===== src/rtl/ex_iter_divider.sv =====
// Iterative radix-2 restoring divider for the execute stage (DIV/MOD, signed and unsigned).
// One quotient bit per cycle on magnitudes; the sign fix-up is folded into the result registers.
module ex_iter_divider #(
  parameter int WIDTH = 32
) (
  input  logic             clk,
  input  logic             resetn,
  input  logic             div_req,
  input  logic             div_signed,
  input  logic [WIDTH-1:0] div_src1,
  input  logic [WIDTH-1:0] div_src2,
  input  logic             div_ack,
  input  logic             div_flush,
  output logic             div_stall,
  output logic             div_done,
  output logic [WIDTH-1:0] div_quot,
  output logic [WIDTH-1:0] div_rem
);

  localparam int CW = $clog2(WIDTH) + 1;

  typedef enum logic [1:0] {
    S_IDLE = 2'd0,
    S_BUSY = 2'd1,
    S_DONE = 2'd2
  } state_e;

  // Operand state captured at accept; later changes on the source buses are ignored.
  typedef struct packed {
    logic             sa;
    logic             sb;
    logic [WIDTH-1:0] src1;
    logic [WIDTH-1:0] dvs;
  } op_t;

  state_e           state_q;
  logic [CW-1:0]    cnt_q;
  op_t              op_q;
  logic [WIDTH-1:0] prem_q;
  logic [WIDTH-1:0] dvd_q;
  logic             done_q;
  logic [WIDTH-1:0] quot_q;
  logic [WIDTH-1:0] rem_q;

  // Accept-time operand conditioning
  logic             sa_d, sb_d;
  logic [WIDTH-1:0] abs1_d, abs2_d;

  always_comb begin
    sa_d   = div_signed & div_src1[WIDTH-1];
    sb_d   = div_signed & div_src2[WIDTH-1];
    abs1_d = sa_d ? -div_src1 : div_src1;
    abs2_d = sb_d ? -div_src2 : div_src2;
  end

  // One restoring step: shift {prem, dvd} left, trial-subtract on WIDTH+1 bits.
  logic [WIDTH:0]   trial_d, diff_d;
  logic             qbit_d;
  logic [WIDTH-1:0] prem_d, dvd_d;
  logic             last_d;

  always_comb begin
    trial_d = {prem_q, dvd_q[WIDTH-1]};
    diff_d  = trial_d - {1'b0, op_q.dvs};
    qbit_d  = ~diff_d[WIDTH];
    prem_d  = qbit_d ? diff_d[WIDTH-1:0] : trial_d[WIDTH-1:0];
    dvd_d   = {dvd_q[WIDTH-2:0], qbit_d};
    last_d  = (cnt_q == CW'(WIDTH - 1));
  end

  // Final results; a zero divisor bypasses the fix-up so the signed case matches the unsigned one.
  logic [WIDTH-1:0] quot_fix_d, rem_fix_d;

  always_comb begin
    if (op_q.dvs == '0) begin
      quot_fix_d = '1;
      rem_fix_d  = op_q.src1;
    end else begin
      quot_fix_d = (op_q.sa ^ op_q.sb) ? -dvd_d : dvd_d;
      rem_fix_d  = op_q.sa ? -prem_d : prem_d;
    end
  end

  always_ff @(posedge clk or negedge resetn) begin
    if (!resetn) begin
      state_q <= S_IDLE;
      cnt_q   <= '0;
      op_q    <= '0;
      prem_q  <= '0;
      dvd_q   <= '0;
      done_q  <= 1'b0;
      quot_q  <= '0;
      rem_q   <= '0;
    end else if (div_flush) begin
      state_q <= S_IDLE;
      done_q  <= 1'b0;
    end else begin
      case (state_q)
        S_IDLE: begin
          if (div_req) begin
            state_q   <= S_BUSY;
            cnt_q     <= '0;
            op_q.sa   <= sa_d;
            op_q.sb   <= sb_d;
            op_q.src1 <= div_src1;
            op_q.dvs  <= abs2_d;
            dvd_q     <= abs1_d;
            prem_q    <= '0;
          end
        end
        S_BUSY: begin
          prem_q <= prem_d;
          dvd_q  <= dvd_d;
          cnt_q  <= cnt_q + CW'(1);
          if (last_d) begin
            state_q <= S_DONE;
            done_q  <= 1'b1;
            quot_q  <= quot_fix_d;
            rem_q   <= rem_fix_d;
          end
        end
        S_DONE: begin
          // Results hold while EX is frozen by another hazard; no recompute.
          if (div_ack || !div_req) begin
            state_q <= S_IDLE;
            done_q  <= 1'b0;
          end
        end
        default: begin
          state_q <= S_IDLE;
          done_q  <= 1'b0;
        end
      endcase
    end
  end

  assign div_stall = div_req & ~done_q;
  assign div_done  = done_q;
  assign div_quot  = quot_q;
  assign div_rem   = rem_q;

endmodule


===== config.mk =====
export PLATFORM = sky130hd
export DESIGN_NAME = ex_iter_divider
export DESIGN_NICKNAME = d
export VERILOG_FILES = /design/src/rtl/ex_iter_divider.sv
export SDC_FILE = /design/constraint.sdc
export NUM_CORES = 1
export LEC_CHECK = 0
export CORE_ASPECT_RATIO = 2
export CORE_MARGIN = 8
export CORE_UTILIZATION = 55
export DETAILED_ROUTE_END_ITERATION = 8
export PLACE_DENSITY = 0.77
export SETUP_SLACK_MARGIN = 0.5
export SKIP_LAST_GASP = 1
export SLEW_MARGIN = 20
export SYNTH_ARGS = -nofsm -noshare
export SYNTH_HDL_FRONTEND = slang
export SYNTH_SLANG_ARGS = --single-unit

===== constraint.sdc =====
create_clock -name clk -period 12.4 [get_ports clk]
set_input_delay 1.86 -clock clk [delete_from_list [all_inputs] [get_ports clk]]
set_output_delay 1.86 -clock clk [all_outputs]
set_load 0.02 [all_outputs]

Word level (Yosys, flattened, before mapping)
Cells that the tools add are included.
{"block": "totals", "ff_bits": 203, "latchBits": 0, "ramBits": 0, "mem_bits_ro": 0, "output_inout_bits": 66, "wordCells": 64, "memories": 0}
{"block": "op_classes", "addsub": 6, "n_mul": 0, "div_mod_pow": 0, "magnitude_cmp": 0, "n_eq_ne": 8, "n_shift": 0, "n_mux": 22, "bitwise": 7, "n_reduce_logical": 10}
{"operator": "$mux 32", "n": 9}
{"operator": "$neg 32->32", "n": 4}
{"operator": "$pmux 32 s2", "n": 2}
{"operator": "$sub 33x32->33", "n": 1}
{"operator": "$logic_not 32->1", "n": 1}
{"operator": "$reduce_and 3->1", "n": 5}
{"operator": "$pmux 6 s2", "n": 1}
{"operator": "$ne 3x3->1 const B", "n": 3}
{"operator": "$mux 2", "n": 4}
{"operator": "$add 6x1->6 const B", "n": 1}
{"operator": "$eq 6x5->1 const B", "n": 1}
{"operator": "$mux 6", "n": 1}
{"operator": "$pmux 2 s3", "n": 1}
{"operator": "$ne 2x2->1 const B", "n": 2}
{"operator": "$and 1x1->1", "n": 3}
{"operator": "$mux 1", "n": 3}
{"operator": "$not 1->1", "n": 3}
{"operator": "$pmux 1 s3", "n": 1}
{"operator": "$eq 2x1->1 const B", "n": 1}
{"operator": "$eq 2x2->1 const B", "n": 1}
{"operator": "$logic_not 2->1", "n": 1}
{"operator": "$reduce_bool 2->1", "n": 1}
{"operator": "$logic_not 1->1", "n": 1}
{"operator": "$logic_or 1x1->1", "n": 1}
{"operator": "$xor 1x1->1", "n": 1}

Longest topological paths before layout
Gate-level depths: netlist of the first run.
{"block": "depth", "depth_word": 5, "ltp_mapped": 21}

Least setup slack after synthesis of the first run
OpenSTA, ideal clock, no wires.
{"block": "synth_timing", "path_type": "register to register", "start": "reg dvd_q[31]", "end": "reg quot_q[28] (netlist: div_quot[28])", "arrival_ns": 3.988, "required_time_ns": 12.263, "setup_slack_ns": 8.275, "stages_incl_launch_ff": 21, "period_less_slack_ns": 4.125, "cell_sequence": "dfrtp_1 -> inv_1 -> ha_1 -> inv_1 -> fa_1 -> a211oi_2 -> o21a_1 -> a211o_1 -> a21oi_2 -> nor3_2 -> nor2_8 -> inv_2 -> buf_1 -> ha_1 -> nand2b_1 -> nand2b_1 -> nor4_1 -> nand2_1 -> o21ai_0 -> xor2_1 -> a21oi_1"}
{"block": "synth_via", "elab_chain_cells": 5}
{"item": "from (decl)", "line": "40", "text": "logic [WIDTH-1:0] dvd_q;"}
{"item": "from (signal assigned)", "line": "107", "text": "dvd_q <= abs1_d;"}
{"item": "from (signal assigned)", "line": "113", "text": "dvd_q <= dvd_d;"}
{"item": "$sub 33x32->33", "line": "64", "text": "diff_d = trial_d - {1'b0, op_q.dvs};"}
{"item": "$not 1->1", "line": "65", "text": "qbit_d = ~diff_d[WIDTH];"}
{"item": "$neg 32->32", "line": "79", "text": "quot_fix_d = (op_q.sa ^ op_q.sb) ? -dvd_d : dvd_d;"}
{"item": "$mux 32", "line": "79"}
{"item": "$mux 32", "line": "75", "text": "if (op_q.dvs == '0) begin"}
{"item": "to (signal assigned)", "line": "118", "text": "quot_q <= quot_fix_d;"}
{"item": "to (decl)", "line": "42", "text": "logic [WIDTH-1:0] quot_q;"}
No other way between the ends.
A chain may end at the register's enable or synchronous reset.

Final worst setup path of the first run
{"block": "layout_timing", "start": "reg dvd_q[31]", "end": "reg rem_q[28] (netlist: div_rem[28])"}
{"block": "layout_via", "elab_chain_cells": 5}
{"item": "$sub 33x32->33", "line": "64"}
{"item": "$mux 32 *", "line": "66", "text": "prem_d = qbit_d ? diff_d[WIDTH-1:0] : trial_d[WIDTH-1:0];"}
{"item": "$neg 32->32", "line": "80", "text": "rem_fix_d = op_q.sa ? -prem_d : prem_d;"}
{"item": "$mux 32 *", "line": "80"}
{"item": "$mux 32 *", "line": "75"}
{"item": "to (signal assigned)", "line": "119", "text": "rem_q <= rem_fix_d;"}
{"item": "to (decl)", "line": "43", "text": "logic [WIDTH-1:0] rem_q;"}
Mark *: on every way between the ends. The rest lies on a longest branch, timed or not.

==> results of run 1 <==
logic make-up after synthesis:
| kind of cell | Yosys count | synth area share |
|---|---|---|
| DFF | 203 | 0.3736 |
| adders and majority gates | 38 | 0.03552 |
| and+or+nand+nor | 576 | 0.1974 |
| muxes | 68 | 0.05402 |
| xor gates and xnor gates | 132 | 0.08504 |
| AOI/OAI and AO/OA | 491 | 0.2149 |
| buffers and inverters | 138 | 0.03948 |
flip-flops by register name, summed over array words and instances, names as in the netlist:
signal	cells
cnt_q	6
div_done	1
div_quot	32
div_rem	32
dvd_q	32
op_q	66
prem_q	32
state_q	2
worst paths after layout:
| kind | startpoint | cells past startpoint | endpoint |
|---|---|---|---|
| worst max register to register | dvd_q[31] | 20 | div_rem[28] |
| worst min register to register | div_rem[25] | 2 | div_rem[25] |
| max in group asynchronous | resetn | 3 | op_q[40] |
| worst min-delay path | div_rem[25] | 2 | div_rem[25] |
| worst max-delay path | dvd_q[31] | 20 | div_rem[28] |
| min in group asynchronous | resetn | 1 | prem_q[5] |
layout make-up:
type,count,area (um2)
fillers,2077,8504
clock inverters,9,126.4
inverters,56,210.2
repair buffers,150,1491
multi-input cells,1305,8023
flip-flops and latches,203,5080
clock buffers,26,574.3
well taps,332,415.4
power by group:
group	internal (mW)	total, mW	switching (mW)
logic	0.222	0.568	0.346
registers	0.730	0.804	0.0741
clock network	0.390	0.658	0.268
stage by stage:
stage	std cells	setup slack, ns	area (um2)	utilization
floorplan	1646	8.275	13600	-
global placement	2045	6.991	15180	0.6215
global route	2081	5.980	15920	0.6518
finish	2081	6.557	15920	0.6518
CTS	2080	6.794	15890	0.6504
detailed placement	2045	6.865	15190	0.6217
metal layers:
metal	global-route usage	wire, um
met5	0	0
met4	0.1926	3075
met1	0.2671	14330
met2	0.5264	22610
met3	0.02996	1807
worst register-to-register path, stage by stage (launching register included):
cell and delay [ns]:
dfrtp_1 0.43, inv_1 0.08, ha_1 0.15, inv_1 0.06, fa_1 0.41, a211oi_2 0.27, o21a_1 0.25, a211o_1 0.23
a21oi_2 0.10, nor3_2 0.62, nor2_8 0.01, buf_4 0.35, inv_2 0.51, mux2i_1 0.40, ha_1 0.34, inv_1 0.11
a221oi_1 0.49, nand4_1 0.29, o21ai_0 0.30, mux2i_1 0.26, nor3_1 0.07
cells in the final DEF (no fill, tap or decap), types with 33 or more instances in the layout:
cell type / n
dfrtp_1: 203
nand2_1: 176
xnor2_1: 60
inv_1: 54
ha_1: 37
nor3_1: 33
o21ai_0: 152
mux2_2: 40
nor2_1: 191
clkdlybuf4s50_1: 134
xor2_1: 72
a21oi_1: 187
==> summary.md, run 1 <==
| Metric | Value |
|---|---|
| Outcome | complete, no violations |
| Synth area leader | dfrtp_1 |
| Root buffer cell | clkbuf_16 |
| Die area | 30,310 um2 |
| Fin crit period | 5.843 ns |
| CP delay by family, top | compound AO/OA/AOI/OAI gates |
| Post-Syn Area | 13,600 um2 |
| DR DRC count | 0 |
| Cts repair resizes | 0 |
| Die Height | 238.3 um |
| Starting Density | 0.5566 |
| Core area | 24,420 um2 |
| Post-CTS Setup Inserts | 0 |
| Total power | 2.030 mW |
| Worst-Skew Late Latency | 0.51 ns |
| Critical Path RT | 12.80 ns |
| # nets final | 1,844 |
| Arrival time at the worst endpoint | 6.24 ns |
| Total negative slack | 0 ns |
| Post-synth cell types | 82 |
| Antenna cell count | 0 |
| Hold_ws | 0.4821 ns |
| Finish-stage setup viols | 0 |
| Via-to-Cell Ratio | 6.066 |
| Most Frequent Cell on Critical Path | inv_1 |
| Clk buf depth | 3 |
| Total CTS buffers | 20 |
| CTS hold repair buffers | 0 |
| Synth Flop Type | dfrtp_1 |
| FMAX | 0.1711 GHz |
| CTS HTree Levels | 1 |
| Global-route wire length before repair | 66,590 um |
| Async SR Flop Fraction | 1.000 |
| WL final | 41,830 um |
| FF+latch count, synth | 203 |
| Global route overflow | 0 |
| 1st-pass router iterations | 5 |
| Port bufs | 135 |
| DP HPWL | 31,970 um |
| Final period utilization | 0.4712 |
| CP Class | reg -> reg |
| Initial antenna violation count | 0 |
| Number of global-route vias before repair | 12,850 |
| Highest-delay cell along the critical path | nor3_2 |
| Pins Over Slew Limit | 0 |
| Worst setup SP type | register |
| RSZ-0062 raised after global routing | no |
| Slowest stage delay, CP | 0.62 ns |
| Total GRT Usage | 0.2754 |
| Yosys warnings | 0 |
| Rel. slew slack | 0.3058 |
| Reg2Reg Setup Slack | 6.56 ns |
| Fin. Hold Viols | 0 |
| MaxCap Viol Count | 0 |
| Leakage | 6.641 nW |
| CTS tree | built |
| Power density over the cells | 127.5 nW/um2 |
| HP Class | reg -> reg |
| Post-detailed-route count of antenna-violating nets | 0 |
| Worst path buffer plus inverter count | 5 |
| CP max FO | 43 |
| Core Rows | 81 |
| Cell Chain, Critical Path | inv_1 -> ha_1 -> inv_1 -> fa_1 -> a211oi_2 -> o21a_1 -> a211o_1 -> a21oi_2 -> nor3_2 -> nor2_8 -> buf_4 -> inv_2 -> mux2i_1 -> ha_1 -> inv_1 -> a221oi_1 -> nand4_1 -> o21ai_0 -> mux2i_1 -> nor3_1 |
| Clock Sinks | 203 |
| Syn Nets | 1,754 |
| Largest net degree at the start of global routing | 121 |
| Post-Synthesis Cells | 1,646 |
| Synth cell count leaders | dfrtp_1, nor2_1, a21oi_1 |
| Avg Inst Size Synth | 8.260 um2 |
| Worst-path clk slew | 0.07 ns |
| Final RePlAce weighted congestion | 0.9731 |
| Share of the synthesized area in the top cell type | 0.3736 |
| Layout area overhead | 17.10% |
| Layout cell share with drive strength beyond 1 | 0.06747 |
| Top-count cell post-synth | dfrtp_1 |
| Routed len/inst | 20.10 um |
| Sequential share of the synthesized area | 0.3736 |
| Worst-margin pin slew | 1.034 ns |
| Worst clock skew | 0.01511 ns |
| DR iter-0 viols | 804 |
| CP Capture Type | register |
| Vias | 12,620 |
| Largest cells by area after synthesis | dfrtp_1, a21oi_1, o21ai_0, nor2_1, nand2_1 |
| Number of synthesized flops with an enable pin | 0 |
| Die width | 127.2 um |
| Max VDD drop | 0.1139 mV |
| Io pins | 136 |
Note: power is estimated with default switching activity, not from simulation.
==> run 2, diff against run 1 <==
--- a/config.mk
+++ b/config.mk
@@ -7,9 +7,9 @@
 export LEC_CHECK = 0
 export CORE_ASPECT_RATIO = 2
 export CORE_MARGIN = 8
-export CORE_UTILIZATION = 55
+export CORE_UTILIZATION = 53
 export DETAILED_ROUTE_END_ITERATION = 8
-export PLACE_DENSITY = 0.77
+export PLACE_DENSITY = 0.78
 export SETUP_SLACK_MARGIN = 0.5
 export SKIP_LAST_GASP = 1
 export SLEW_MARGIN = 20
==> constraint.sdc (replaced) <==
create_clock -name clk -period 5 [get_ports clk]
set_input_delay 0.75 -clock clk [delete_from_list [all_inputs] [get_ports clk]]
set_output_delay 0.75 -clock clk [all_outputs]
set_load 0.02 [all_outputs]
==> run 2 against run 1 <==
  * Clock skew shrank 0.0032 ns
  * Sequential power grew to 2.5 times the previous value
  * Via count grew 1.2%
  * Non-clock buffer count grew 9
  * Sequential cell count is the same
  * Worst setup slack lost 5.9 ns
  * Die area grew 3.4%
  * Hold slack lost 0.36 ns
  * Cell count grew 0.67%
  * Highest routed layer unchanged
==> summary.md, run 2 (synthesis results as in run 1) <==
| Metric | Value |
|---|---|
| Outcome | complete, no violations |
| Initial antenna violation count | 0 |
| Clock Sinks | 203 |
| Setup ws final | 0.6447 ns |
| Power density over the cells | 308.0 nW/um2 |
| CP Capture Type | register |
| CTS HTree Levels | 1 |
| Layout area overhead | 17.60% |
| Global-route wire length before repair | 65,680 um |
| Register area | 5080 um2 |
| Placed Instances | 2,060 |
| Fin. Hold Viols | 0 |
| Clock Power Share | 0.302 |
| Met1 Usage GRT | 0.3384 |
| Worst-path clk slew | 0.07 ns |
| Reg2Reg Setup Slack | 0.64 ns |
| Area of the multi-input gates | 8085 um2 |
| CP max FO | 14 |
| Hold_ws | 0.1255 ns |
| Critical Path RT | 5.40 ns |
| Final RePlAce weighted congestion | 0.9722 |
| RSZ-0062 raised after global routing | no |
| Die Height | 242.5 um |
| Layout cell share with drive strength beyond 1 | 0.07464 |
| # nets final | 1,853 |
| Met3 Use GR | 0.03483 |
| Largest register FFs | 66 |
| Worst setup path start | dvd_q[31] |
| CTS tree | built |
| Post-detailed-route count of antenna-violating nets | 0 |
| Pins Over Slew Limit | 0 |
| Largest net degree at the start of global routing | 171 |
| Internal power | 3.193 mW |
| Global route overflow | 0 |
| DR DRC count | 0 |
| Sw Ratio | 0.3517 |
| Rel. slew slack | 0.2895 |
| CP endpoint | div_rem[26] |
| CTS hold repair buffers | 0 |
| Share of power burned in registers | 0.408 |
| Clk buf depth | 3 |
| Worst setup SP type | register |
| FMAX | 0.2296 GHz |
| Antenna cell count | 0 |
| Comb pwr share | 0.290 |
| Number of global-route vias before repair | 12,240 |
| 1st-pass router iterations | 5 |
| Worst r2r src | dvd_q[31] |
| Total GRT Usage | 0.2622 |
| Root buffer cell | clkbuf_16 |
| Most common cell after layout, fill and taps aside | dfrtp_1 |
| Die width | 129.3 um |
| Total CTS buffers | 20 |
| Fin crit period | 4.355 ns |
| Met2 Track Usage GR | 0.4273 |
| Worst-margin pin slew | 1.066 ns |
| R2R cell count | 19 |
| Die area | 31,340 um2 |
| Worst-Skew Late Latency | 0.52 ns |
| Io pins | 136 |
| Core area | 25,440 um2 |
| WL final | 41,320 um |
| Routed len/inst | 19.73 um |
| Final period utilization | 0.8711 |
| Max VDD drop | 0.2911 mV |
| DR iter-0 viols | 1,107 |
| Core Rows | 83 |
| Fillers | 2,235 |
| Finish-stage setup viols | 0 |
| Worst clock skew | 0.01192 ns |
| Leakage | 6.645 nW |
| Psw | 1.732 mW |
| Vias | 12,780 |
| CP Class | reg -> reg |
| Total negative slack | 0 ns |
| Starting Density | 0.5343 |
| HP Class | in -> async |
| Dpl ws | 0.4611 ns |
| Most frequent cells in the layout | dfrtp_1, nor2_1, a21oi_1 |
| Post-Layout Cell Count | 2,095 |
| DP HPWL | 30,880 um |
| Via-to-Cell Ratio | 6.099 |
| Arrival time at the worst endpoint | 4.76 ns |
| MaxCap Viol Count | 0 |
| Most flop-heavy register | op_q |
| RR Endpoint | div_rem[26] |
| Port bufs | 135 |
| Busiest layer in global routing | met2 |
==> run 2: layout make-up <==
class,count,area share
clock buffer,24,0.03350
clock inverter,8,0.005322
inverter,56,0.01330
multi-input combinational,1305,0.5057
sequential,203,0.3177
tap,340,0.02661
timing repair buffer,159,0.09782
==> run 2: routing by layer <==
metal,vias to the layer above,wire length [um]
li1,6074,-
met1,6087,17130
met2,512,19890
met3,105,2571
met4,0,1741
met5,-,0
==> run 2: power by group through the flow <==
stage | registers (mW) | logic (mW) | clock network (mW)
after floorplan | 1.95 | 1.00 | 0
after global placement | 2.02 | 1.37 | 0
after detailed placement | 2.03 | 1.38 | 0
after CTS | 2.00 | 1.39 | 1.51
after global routing | 2.03 | 1.57 | 1.57
final | 2.01 | 1.43 | 1.49
==> run 2: per-stage QoR <==
| step | cell area [um2] | util | total power [mW] |
|---|---|---|---|
| 6_report | 15990 | 0.6284 | 4.925 |
| 3_3_place_gp | 15270 | 0.6000 | 3.398 |
| 2_1_floorplan | 13600 | - | 2.955 |
| 3_5_place_dp | 15270 | 0.6000 | 3.414 |
| 4_1_cts | 15890 | 0.6246 | 4.902 |
| 5_1_grt | 15990 | 0.6284 | 5.172 |
==> run 2: timing repair <==
item	in CTS	in global routing
resized for setup	1	16
buffers inserted	0	3
pin swaps	0	3
endpoints found under the setup margin	1	17
==> run 2: worst max-delay path, cell delays in order, from the launching register on <==
cell      delay [ns]
dfrtp_1         0.44
inv_1           0.08
ha_1            0.20
inv_1           0.09
fa_1            0.23
a211oi_2        0.10
o21a_2          0.26
a211o_4         0.38
a21oi_4         0.23
o21a_4          0.26
nor2_8          0.06
inv_4           0.17
mux2i_4         0.29
ha_1            0.27
inv_1           0.10
a221oi_1        0.30
nand4_1         0.24
or3_1           0.40
nand4_1         0.09
nand2_1         0.05
==> run 2: worst min path at each step <==
stage                     start          end  slack, ns  cells after the start
floorplan                resetn     cnt_q[0]       0.45                      0
global placement    div_rem[25]  div_rem[25]       0.47                      2
detailed placement  div_rem[25]  div_rem[25]       0.47                      2
CTS                      resetn     op_q[28]       0.13                      1
global route             resetn     op_q[28]       0.14                      1
finish                   resetn     op_q[28]       0.13                      1
